$ cat config.mk
export PLATFORM = sky130hd
export DESIGN_NAME = vga_fb_pixel_writer
export DESIGN_NICKNAME = d
export VERILOG_FILES = /design/src/rtl/vga_fb_pixel_writer.sv
export SDC_FILE = /design/constraint.sdc
export NUM_CORES = 1
export LEC_CHECK = 0
export CORE_MARGIN = 5
export CORE_UTILIZATION = 45
export DETAILED_ROUTE_END_ITERATION = 7
export GPL_TIMING_DRIVEN = 0
export PLACE_DENSITY = 0.8
export SLEW_MARGIN = 20
export SYNTH_ARGS = -nofsm -noshare
export SYNTH_HDL_FRONTEND = slang
export SYNTH_SLANG_ARGS = --single-unit
$ cat constraint.sdc
create_clock -name clk -period 3.01 [get_ports clk]
set_clock_uncertainty 0.05 [all_clocks]
set_input_delay 0.602 -clock clk [delete_from_list [all_inputs] [get_ports clk]]
set_output_delay 0.602 -clock clk [all_outputs]
set_load 0.02 [all_outputs]
$ cat src/rtl/vga_fb_pixel_writer.sv
// Pixel write front end: turns (x, y, color, meta) requests into single-beat
// AXI writes into a linear frame buffer, one transaction in flight at a time.
module vga_fb_pixel_writer #(
    parameter int H_VISIBLE      = 640,
    parameter int V_VISIBLE      = 480,
    parameter int PIXEL_BITS     = 12,
    parameter int META_BITS      = 4,
    parameter int AXI_ADDR_WIDTH = 20,
    parameter int AXI_DATA_WIDTH = 16
) (
    input  logic                          clk,
    input  logic                          reset,
    input  logic                          wr_valid,
    output logic                          wr_ready,
    input  logic [$clog2(H_VISIBLE)-1:0]  wr_x,
    input  logic [$clog2(V_VISIBLE)-1:0]  wr_y,
    input  logic [PIXEL_BITS-1:0]         wr_color,
    input  logic [META_BITS-1:0]          wr_meta,
    output logic                          busy,
    output logic [7:0]                    drop_count,
    output logic [7:0]                    err_count,
    output logic [AXI_ADDR_WIDTH-1:0]     sram_axi_awaddr,
    output logic                          sram_axi_awvalid,
    input  logic                          sram_axi_awready,
    output logic [AXI_DATA_WIDTH-1:0]     sram_axi_wdata,
    output logic [AXI_DATA_WIDTH/8-1:0]   sram_axi_wstrb,
    output logic                          sram_axi_wvalid,
    input  logic                          sram_axi_wready,
    input  logic [1:0]                    sram_axi_bresp,
    input  logic                          sram_axi_bvalid,
    output logic                          sram_axi_bready
);

    localparam int X_W = $clog2(H_VISIBLE);
    localparam int Y_W = $clog2(V_VISIBLE);
    localparam logic [X_W:0] H_LIM = (X_W+1)'(H_VISIBLE);
    localparam logic [Y_W:0] V_LIM = (Y_W+1)'(V_VISIBLE);
    localparam logic [AXI_ADDR_WIDTH-1:0] STRIDE = AXI_ADDR_WIDTH'(H_VISIBLE);

    typedef enum logic [1:0] {
        IDLE  = 2'd0,
        WRITE = 2'd1,
        RESP  = 2'd2
    } state_t;

    state_t state, state_next;
    logic   aw_done, w_done;
    logic   accept, in_range, aw_hs, w_hs, b_hs;
    logic [AXI_ADDR_WIDTH-1:0] pix_addr;

    function automatic logic [7:0] sat_inc(input logic [7:0] v);
        return (v == 8'hFF) ? v : v + 8'd1;
    endfunction

    assign wr_ready        = (state == IDLE);
    assign busy            = (state != IDLE);
    assign sram_axi_bready = (state == RESP);
    assign sram_axi_wstrb  = '1;

    assign accept   = wr_valid & wr_ready;
    assign in_range = ({1'b0, wr_x} < H_LIM) && ({1'b0, wr_y} < V_LIM);
    assign aw_hs    = sram_axi_awvalid & sram_axi_awready;
    assign w_hs     = sram_axi_wvalid & sram_axi_wready;
    assign b_hs     = sram_axi_bvalid & sram_axi_bready;
    assign pix_addr = STRIDE * AXI_ADDR_WIDTH'(wr_y) + AXI_ADDR_WIDTH'(wr_x);

    always_ff @(posedge clk or negedge reset) begin
        if (!reset) state <= IDLE;
        else        state <= state_next;
    end

    // RESP is entered on the edge that completes the later of the two handshakes
    always_comb begin
        state_next = state;
        case (state)
            IDLE:    if (accept && in_range) state_next = WRITE;
            WRITE:   if ((aw_done || aw_hs) && (w_done || w_hs)) state_next = RESP;
            RESP:    if (b_hs) state_next = IDLE;
            default: state_next = IDLE;
        endcase
    end

    always_ff @(posedge clk or negedge reset) begin
        if (!reset) begin
            sram_axi_awvalid <= 1'b0;
            sram_axi_wvalid  <= 1'b0;
            aw_done          <= 1'b0;
            w_done           <= 1'b0;
            sram_axi_awaddr  <= '0;
            sram_axi_wdata   <= '0;
            drop_count       <= 8'd0;
            err_count        <= 8'd0;
        end else begin
            if (accept) begin
                if (in_range) begin
                    sram_axi_awvalid <= 1'b1;
                    sram_axi_wvalid  <= 1'b1;
                    aw_done          <= 1'b0;
                    w_done           <= 1'b0;
                    sram_axi_awaddr  <= pix_addr;
                    sram_axi_wdata   <= {wr_color, wr_meta};
                end else begin
                    drop_count <= sat_inc(drop_count);
                end
            end
            if (aw_hs) begin
                sram_axi_awvalid <= 1'b0;
                aw_done          <= 1'b1;
            end
            if (w_hs) begin
                sram_axi_wvalid <= 1'b0;
                w_done          <= 1'b1;
            end
            if (b_hs && (sram_axi_bresp != 2'b00))
                err_count <= sat_inc(err_count);
        end
    end

endmodule

### After elaboration in Yosys (flattened, before gate mapping)

Index checks and enable logic that the tools add are counted.

* bitwise gates (word level): 7
* multipliers: 1
* muxes and demuxes: 12
* reduce and logical (&&, ||, !) cells: 19
* equality and inequality tests: 7
* magnitude comparators: 2
* add/subtract/negate cells: 3

Operators with widths (count)
* adder 19 x 10 -> 20 bit: 1
* adder 8 x 1 -> 8 bit (second input constant): 2
* equality test 8 bit (second input constant): 2
* multiplier 3 x 9 -> 12 bit (first input constant): 1
* nonzero test 2 bit: 6
* less-than comparator 10 bit (second input constant): 1
* less-than comparator 9 bit (second input constant): 1
* 2-to-1 mux 1 bit: 8
* AND reduction 2 bit: 4
* 2-to-1 mux 2 bit: 3
* case mux 2 bit (3 select lines): 1
* AND reduction 3 bit: 2
* AND 1 bit: 4
* logical AND 1 bit: 4
* != test 2 x 1 -> 1 bit (second input constant): 2
* inverter 1 bit: 3
* equality test 2 x 1 -> 1 bit (second input constant): 1
* equality test 2 bit (second input constant): 1
* logical NOT 2 bit: 1
* logical OR 1 bit: 2
* != test 2 bit (second input constant): 1

* register bits: 58
* bits of input ports: 43

### Logic depth before layout (Yosys ltp)

Gate-level depths: netlist of the first run.

* word-level depth: 5
* depth in mapped cells: 10
* gate-level depth less buffers: 10

### Least setup slack after synthesis of the first run

No wires, ideal clock.

* kind: input -> register
* start: input port wr_y[1]
* end: register sram_axi_awaddr[17]
* buffers on the path: 0
* cell stages on the path: 10
* arrival: 2.687 ns
* setup slack: 0.191 ns
* data required time: 2.878 ns
* setup time: 0.082 ns
* path through: ha_1 -> ha_1 -> inv_1 -> fa_1 -> nor2b_1 -> o22ai_1 -> xnor2_1 -> nand4_1 -> or4_1 -> a31oi_1

* word-level cells in the longest chain between the ends: 3

Ends and longest elaborated chain
* from (decl): RTL line 16 `input logic [$clog2(V_VISIBLE)-1:0] wr_y,`
* parallel branches: the longest is 3 deep, another holds adder 19 x 10 -> 20 bit
* to (signal assigned): RTL line 100 `sram_axi_awaddr <= pix_addr;`
* to (decl): RTL line 22 `output logic [AXI_ADDR_WIDTH-1:0] sram_axi_awaddr,`

Several ways; the timed one is not identified.
A chain may end at the register's enable or synchronous reset.

### Final worst setup path of the first run

* start: input port wr_y[2]
* end: register sram_axi_awaddr[17]

The elaborated chain is that of the path after synthesis.

==> results of run 1 <==
-- registers in the layout, summed over array words and instances (netlist names) --
| signal | count |
|---|---|
| aw_done | 1 |
| drop_count | 8 |
| err_count | 8 |
| sram_axi_awaddr | 20 |
| sram_axi_awvalid | 1 |
| sram_axi_wdata | 16 |
| sram_axi_wvalid | 1 |
| state | 2 |
| w_done | 1 |
-- where the power goes --
part,switching [µW],leakage [µW],total [µW],internal [µW]
logic,123,0.00112,257,134
registers,0,0.000806,780,780
clock network,265,0.0000815,596,330
-- cell families after synthesis --
family,count (synthesis),synth area share
and+or+nand+nor,134,0.1958
DFF,58,0.4991
AOI/OAI and AO/OA,37,0.08176
xor gates and xnor gates,29,0.08735
adders and majority gates,21,0.09553
buffers and inverters,17,0.02453
muxes,4,0.01463
other,1,0.001290
-- per-stage QoR --
step	instances	cell area, µm²	util	hold WS (ps)
6_report	496	4218	0.6681	285.9
5_1_grt	496	4218	0.6681	349.3
4_1_cts	496	4200	0.6653	304.0
3_5_place_dp	478	3996	0.6330	413.5
3_3_place_gp	478	3999	0.6334	405.2
2_1_floorplan	302	2912	-	256.4
-- repair_timing --
item                                    4_1_cts  5_1_grt
gates resized for setup                       3        3
endpoints found under the setup margin        1        3
pin swaps                                     3        3
cloned                                        0        0
setup buffers                                 5        0
-- per-layer routing --
metal,wire length (µm),vias to the layer above,share of wire,track usage
met5,0,-,0,0
met4,126,0,0.018,0.08685
met3,369,12,0.053,0.03750
met2,3454,84,0.50,0.2927
met1,3013,1163,0.43,0.2125
li1,-,1235,-,-
-- cell usage in the layout (no fill, tap or decap), types with 2 or more instances in the layout --
master           netlist  routed
clkdlybuf4s50_1        0      97
a21oi_1                6       6
xor2_1                12      11
conb_1                 1       2
mux2_2                 2       2
a21o_1                 3       3
inv_1                  8       8
mux2i_1                2       2
o21ai_0               13      13
clkbuf_8               0      11
a31oi_1                2       2
and3_1                 3       3
xnor2_1               17      17
nand4_1               10      10
ha_1                  19      19
dfrtp_1               58      58
nand3_1                2       2
a22o_1                 2       2
o31ai_1                3       3
nand2b_1               5       4
buf_4                  2       8
nor2_1                13      12
nand2_1               94      94
clkbuf_1               7       9
-- final timing paths --
kind,endpoint,slack [ps],depth (start not counted)
min reg2reg,sram_axi_wdata[12],420,2
max in group asynchronous,sram_axi_awaddr[8],2160,1
min in group clk,sram_axi_wdata[12],420,2
max,sram_axi_awaddr[17],90,9
max reg2reg,sram_axi_wdata[5],970,6
min,sram_axi_awaddr[0],290,1
-- worst max-delay path, delay by kind of cell --
kind	cells	cell delay [ps]
xor gates and xnor gates	1	120
AOI/OAI and AO/OA	4	790
buffers and inverters	1	440
adders and majority gates	2	650
and+or+nand+nor	1	520
-- layout make-up --
class / count / share of cell area
flip-flops and latches: 58 / 0.3441
multi-input cells: 227 / 0.3346
repair buffers: 104 / 0.2438
clock buffers: 13 / 0.03767
well taps: 77 / 0.02284
plain buffers: 9 / 0.009789
inverters: 8 / 0.007120
==> results.ini, run 1 <==
[worst_setup_path]
worstSetupStartpoint=wr_y[2]
crit_slowest_cell=or4_1
critPathKind=primary input to flop
r2r_start=state[1]
worst_setup_path_end_kind=flop
crit_chain=clkdlybuf4s50_1 -> ha_1 -> ha_1 -> a211oi_2 -> o21ai_1 -> a31oi_1 -> xnor2_1 -> or4_1 -> a31oi_1
cp_data_required_time_ps=3210
slowest_delay_ps=520
critical_path.startpoint_type=primary input
worstPathMaxFanout=3
crit_arrival_ps=3120

[timing]
period_share=0.9706
slew_headroom=0.5262
maxSlewViolCount=0
rsz0062_at_grt=yes
fmax_mhz=342.3
worst_slack_ps=88.39
final_hold_viol_count=0
worst_pin_slew_ps=710.7
setup_viol=0
setup_tns_ps=0
layout_min_cycle_time_ps=2922

[placement]
io_buffers=99
dp_hpwl_mm=5.482
pre_cts_slack_ps=-547.1
gp_congestion=0.8634

[logic_synthesis]
synth_common_cells=94 x nand2_1, 58 x dfrtp_1, 19 x ha_1
synth_cell_types=37
synth_edf_count=0
ys.flop_type=dfrtp_1
synth.top_cell.area_share=0.4991
postSynthAreaPerCell_um2=9.660
seq_area_frac_synth=0.4991
ys_warn_count=0
synthesis.area_mm2=0.002908
synth_top_area_cell=dfrtp_1
synth_most_common_cell=nand2_1
async_flop_share=1.000
yosys-top-cells-area=dfrtp_1 50%, nand2_1 12%, ha_1 8.2%
ys_ff_latch=58
synthCells=301

[final_layout]
multi_input_area_mm2=0.001411
synthToLayoutAreaGrowth_pct=45.05
drive_gt1_frac=0.06683
n_antenna_cell=0
seqCellArea_mm2=0.001451
finalNetCount=481
fillerInstances=487

[global_routing]
grt_max_degree=59
grt.overflow.total=0
grt_util_all_layers=0.1750
grt_pass1_wl_mm=11.59
antenna_found_initial=0
grt_pass1_vias=2456

[detailed_routing]
route.detailed.drc=0
vias=2494
first_pass_iters=4
vias_per_cell=5.028
wire_per_inst_um=14.04
drt_iter0_markers=70
ant_nets=0
routed_wl_mm=6.963

[run_status]
outcome=finished clean

[die]
core_area_mm2=0.006314
core.rowCount=29
die_w_um=90.39
initial_core_util=0.4606
die_y_um=90.39
dieArea_mm2=0.008169
io-pin-count=102

[clock_network]
clock_latency_ps=330
cts_tree=built
cts.clk_slew.worst_paths_ps=60
cts_buffer_depth=2
numCtsBuffers=9
cts_sinks=58
cts_root_buf=clkbuf_8
ctsHtreeMaxLevel=3
holdBufCountCts=0

[pwr]
leakage_uw=0.002002
powerDensity_mw_per_mm2=387.1
vdd_drop_max_v=0.0002449
total_power_uw=1633

[run]
maxCapViolCount=0

[worst_hold_path]
hold_path.class=primary input to async pin

No activity file was read; power rests on OpenSTA's default activity.
==> run 2, diff against run 1 <==
- CORE_MARGIN: 5 -> default
==> results.ini, run 2 (synthesis results as in run 1) <==
[timing]
worst_slack_ps=20.59
fmax_mhz=334.5
slew_headroom=0.5144
whs_ps=277.4
period_share=0.9932
worst_pin_slew_ps=728.4
maxSlewViolCount=0
setup_viol=0
layout_min_cycle_time_ps=2989
final_hold_viol_count=0

[clock_network]
clock_latency_ps=330
cts_tree=built
numCtsBuffers=9
cts_sinks=58
holdBufCountCts=0
cts_root_buf=clkbuf_8
cts_buffer_depth=2
cts.clk_slew.worst_paths_ps=70
ctsHtreeMaxLevel=3

[worst_setup_path]
cp_data_required_time_ps=3210
crit_arrival_ps=3190
crit_slowest_cell=or4_4
crit_chain=clkdlybuf4s50_1 -> ha_1 -> ha_4 -> a211oi_4 -> o21ai_1 -> a31oi_1 -> xnor2_1 -> or4_4 -> a31oi_2
critical_path.startpoint_type=primary input
critPathKind=primary input to flop
worst_setup_path_end_kind=flop
worstPathMaxFanout=3
slowest_delay_ps=550

[final_layout]
finalNetCount=482
mostFrequentLayoutCell=clkdlybuf4s50_1
n_antenna_cell=0
largest_reg_flops=20
top_regs=sram_axi_awaddr x20, sram_axi_wdata x16
drive_gt1_frac=0.1017
final_area_mm2=0.004375
postLayoutCoreUtil=0.7219
multi_input_area_mm2=0.001495
fillerInstances=465
synthToLayoutAreaGrowth_pct=50.47
seqCellArea_mm2=0.001451
largest_register=sram_axi_awaddr
layout_common_cells=96 x clkdlybuf4s50_1, 94 x nand2_1, 58 x dfrtp_1

[global_routing]
busiest_layer=met2
met1_usage=0.2682
grt_util_all_layers=0.2266
grt.overflow.total=0
grt_pass1_vias=2465
grt_max_degree=59
antenna_found_initial=0
met3_usage=0.04835
gr-usage-met2=0.3917
grt_pass1_wl_mm=11.25

[run_status]
outcome=finished clean

[placement]
io_buffers=99
dp_hpwl_mm=5.218
gp_congestion=0.8955
dpl-instance-area_mm2=0.003994
pre_cts_slack_ps=-629.4

[detailed_routing]
first_pass_iters=4
drt_iter0_markers=94
routed_wl_mm=7.368
ant_nets=0
vias_per_cell=5.127
route.detailed.drc=0
wire_per_inst_um=14.80
vias=2553

[die]
die_w_um=82.39
io-pin-count=102
dieArea_mm2=0.006787
core_area_mm2=0.006061
die_y_um=82.39
initial_core_util=0.4798
core.rowCount=28

[run]
maxCapViolCount=0

[pwr]
leakage_uw=0.002064
vdd_drop_max_v=0.0003100
powerDensity_mw_per_mm2=431.4

[worst_hold_path]
hold_path.class=primary input to async pin

[run 2: cell types whose count changed in the layout (fill, tap and decap cells not counted), moves of 2 or more]
cell / previous run / this run
ha_1: 19 / 15
ha_4: 0 / 3
xnor2_1: 17 / 15
bufinv_16: 0 / 2
xnor2_2: 0 / 2
[run 2: repair_timing]
action | 4_1_cts | 5_1_grt
resized for setup | 6 | 14
setup endpoints to repair | 1 | 2
pin swaps | 3 | 9
setup buffers | 3 | 3
[run 2: path summary, 6_finish.rpt]
check | from | cells past startpoint | endpoint | slack, ps
setup / recovery | wr_y[2] | 9 | sram_axi_awaddr[17] | 20
min in group clk | sram_axi_wdata[6] | 2 | sram_axi_wdata[6] | 430
hold reg to reg | sram_axi_wdata[6] | 2 | sram_axi_wdata[6] | 430
max in group asynchronous | reset | 1 | w_done | 2150
setup reg to reg | state[1] | 6 | sram_axi_wdata[14] | 870
hold / removal | reset | 1 | err_count[3] | 280
[run 2: stage by stage]
stage | cells | total power [µW] | TNS, ps
final | 498 | 1888 | 0
after global routing | 498 | 1971 | -20.33
after CTS | 495 | 1869 | 0
after detailed placement | 476 | 1028 | -1599
after global placement | 476 | 1024 | -30440
after floorplan | 302 | 927.8 | 0
[run 2: layout make-up]
class                           count  area share
Multi-Input combinational cell    227      0.3417
Sequential cell                    58      0.3317
Timing Repair Buffer              105      0.2365
Clock buffer                       12     0.03546
Tap cell                           75     0.02145
Clock inverter                      4     0.01687
Buffer                              9    0.009437
Inverter                            8    0.006863
[run 2: power by group]
group | internal (µW) | switching [µW]
registers | 779 | 0
clock network | 512 | 299
logic | 157 | 141
[run 2: critical path, delay by kind of cell]
family                   cells  cell delay (ps)
AO/OA/AOI/OAI                4              860
buffers and inverters        1              430
adder cells (fa/ha/maj)      2              620
XOR/XNOR                     1              130
AND/OR/NAND/NOR              1              550
[run 2: per-layer routing]
layer | part of all wire | vias to the layer above
met5 | 0 | -
met1 | 0.40 | 1193
met3 | 0.080 | 15
li1 | - | 1239
met2 | 0.50 | 106
met4 | 0.022 | 0
==> run 3, diff against run 2 <==
- GPL_TIMING_DRIVEN: 0 -> default
==> results.ini, run 3 (synthesis results as in run 1) <==
[run_status]
outcome=finished clean

[die]
core.rowCount=28
initial_core_util=0.4798
io-pin-count=102
core_area_mm2=0.006061
die_y_um=82.39
dieArea_mm2=0.006787
die_w_um=82.39

[clock_network]
clock_latency_ps=320
holdBufCountCts=0
cts_buffer_depth=2
ctsHtreeMaxLevel=3
cts_sinks=58
cts_tree=built
cts.clk_slew.worst_paths_ps=70
numCtsBuffers=9
cts_root_buf=clkbuf_8

[timing]
worst_pin_slew_ps=522.1
final_hold_viol_count=0
fmax_mhz=341.3
setup_viol=0
layout_min_cycle_time_ps=2930
period_share=0.9735
maxSlewViolCount=0
slew_headroom=0.6520
worst_slack_ps=79.73

[worst_setup_path]
worst_setup_path_end_kind=flop
crit_chain=clkdlybuf4s50_1 -> buf_4 -> ha_1 -> ha_4 -> nor2b_2 -> buf_4 -> o2111ai_1 -> nand2_1 -> xnor2_1 -> or4_1 -> a31oi_1
critPathKind=primary input to flop
crit_family=simple AND/OR/NAND/NOR gates
worstReg2RegEnd=err_count[7]
worstPathMaxFanout=3
crit_arrival_ps=3120
worstSetupStartpoint=wr_y[3]
slowest_delay_ps=470
critical_path.startpoint_type=primary input
crit_slowest_cell=or4_1
cp_num_cells=11
r2r_start=err_count[0]
cp_data_required_time_ps=3200
cp_num_buf_inv=3
r2r_slack_ps=1180
worstRegToRegCells=7
cp_common_cell=buf_4

[final_layout]
fillerInstances=452
n_antenna_cell=0
finalNetCount=493
mostFrequentLayoutCell=clkdlybuf4s50_1
layout_common_cells=98 x clkdlybuf4s50_1, 94 x nand2_1, 58 x dfrtp_1
top_regs=sram_axi_awaddr x20, sram_axi_wdata x16
drive_gt1_frac=0.1132
synthToLayoutAreaGrowth_pct=48.80
largest_register=sram_axi_awaddr
largest_reg_flops=20

[global_routing]
busiest_layer=met2
met1_usage=0.2764
grt_pass1_vias=2525
gr-usage-met2=0.3678
antenna_found_initial=0
grt_max_degree=43
grt_util_all_layers=0.2227
grt_pass1_wl_mm=11.18
met3_usage=0.05604
grt.overflow.total=0

[pwr]
leakage_uw=0.002072
total_power_uw=1650
vdd_drop_max_v=0.0002890
powerDensity_mw_per_mm2=381.4

[placement]
gp_congestion=0.8746
dp_hpwl_mm=5.433
pre_cts_slack_ps=-299.8
io_buffers=99

[detailed_routing]
first_pass_iters=4
vias_per_cell=5.104
vias=2593
routed_wl_mm=7.026
route.detailed.drc=0
wire_per_inst_um=13.83
ant_nets=0
drt_iter0_markers=105

[worst_hold_path]
hold_path.class=primary input to async pin

[run]
maxCapViolCount=0

-- run 3: routing by layer --
layer	routed length, µm	up-vias	part of all wire
met4	130	0	0.019
met1	3015	1219	0.43
met2	3338	94	0.48
met3	542	15	0.077
li1	-	1265	-
met5	0	-	0
-- run 3: worst max-delay path by stage --
stage,to,slack (ps)
after floorplan,sram_axi_awaddr[17],190
after global placement,sram_axi_awaddr[17],-180
after detailed placement,sram_axi_awaddr[17],-300
after CTS,sram_axi_awaddr[17],60
after global routing,sram_axi_awaddr[17],-30
final,sram_axi_awaddr[17],80
-- run 3: report_power, final --
group / switching (µW) / internal (µW)
Sequential: 0 / 780
Combinational: 135 / 165
Clock: 282 / 288
-- run 3: worst register-to-register path, delay by kind of cell (launching register included) --
family / cells / cell delay (ps)
xor gates and xnor gates: 1 / 170
DFF: 1 / 420
adders and majority gates: 1 / 260
and+or+nand+nor: 5 / 870
-- run 3: stage by stage --
step / util / hold WS (ps) / cells / TNS, ps / instance area, µm²
detailed placement: 0.6831 / 411.7 / 492 / -795.6 / 4140
CTS: 0.7081 / 137.5 / 507 / 0 / 4292
finish: 0.7139 / 133.4 / 508 / 0 / 4327
global route: 0.7139 / 155.9 / 508 / -25.18 / 4327
global placement: 0.6831 / 406.8 / 492 / -323.8 / 4140
floorplan: - / 256.4 / 302 / 0 / 2912
-- run 3: timing repair --
item	4_1_cts	5_1_grt
endpoints found under the setup margin	0	3
hold endpoints to repair	0	0
resized for setup	0	5
setup buffers	0	1
-- run 3: final cells by class --
type	instances	area (µm²)	share of cell area
inverters	8	30.03	0.006940
repair buffers	125	1181	0.2730
clock inverters	4	20.02	0.004627
well taps	75	93.84	0.02169
multi-input cells	227	1419	0.3279
clock buffers	11	131.4	0.03036
flip-flops and latches	58	1451	0.3355
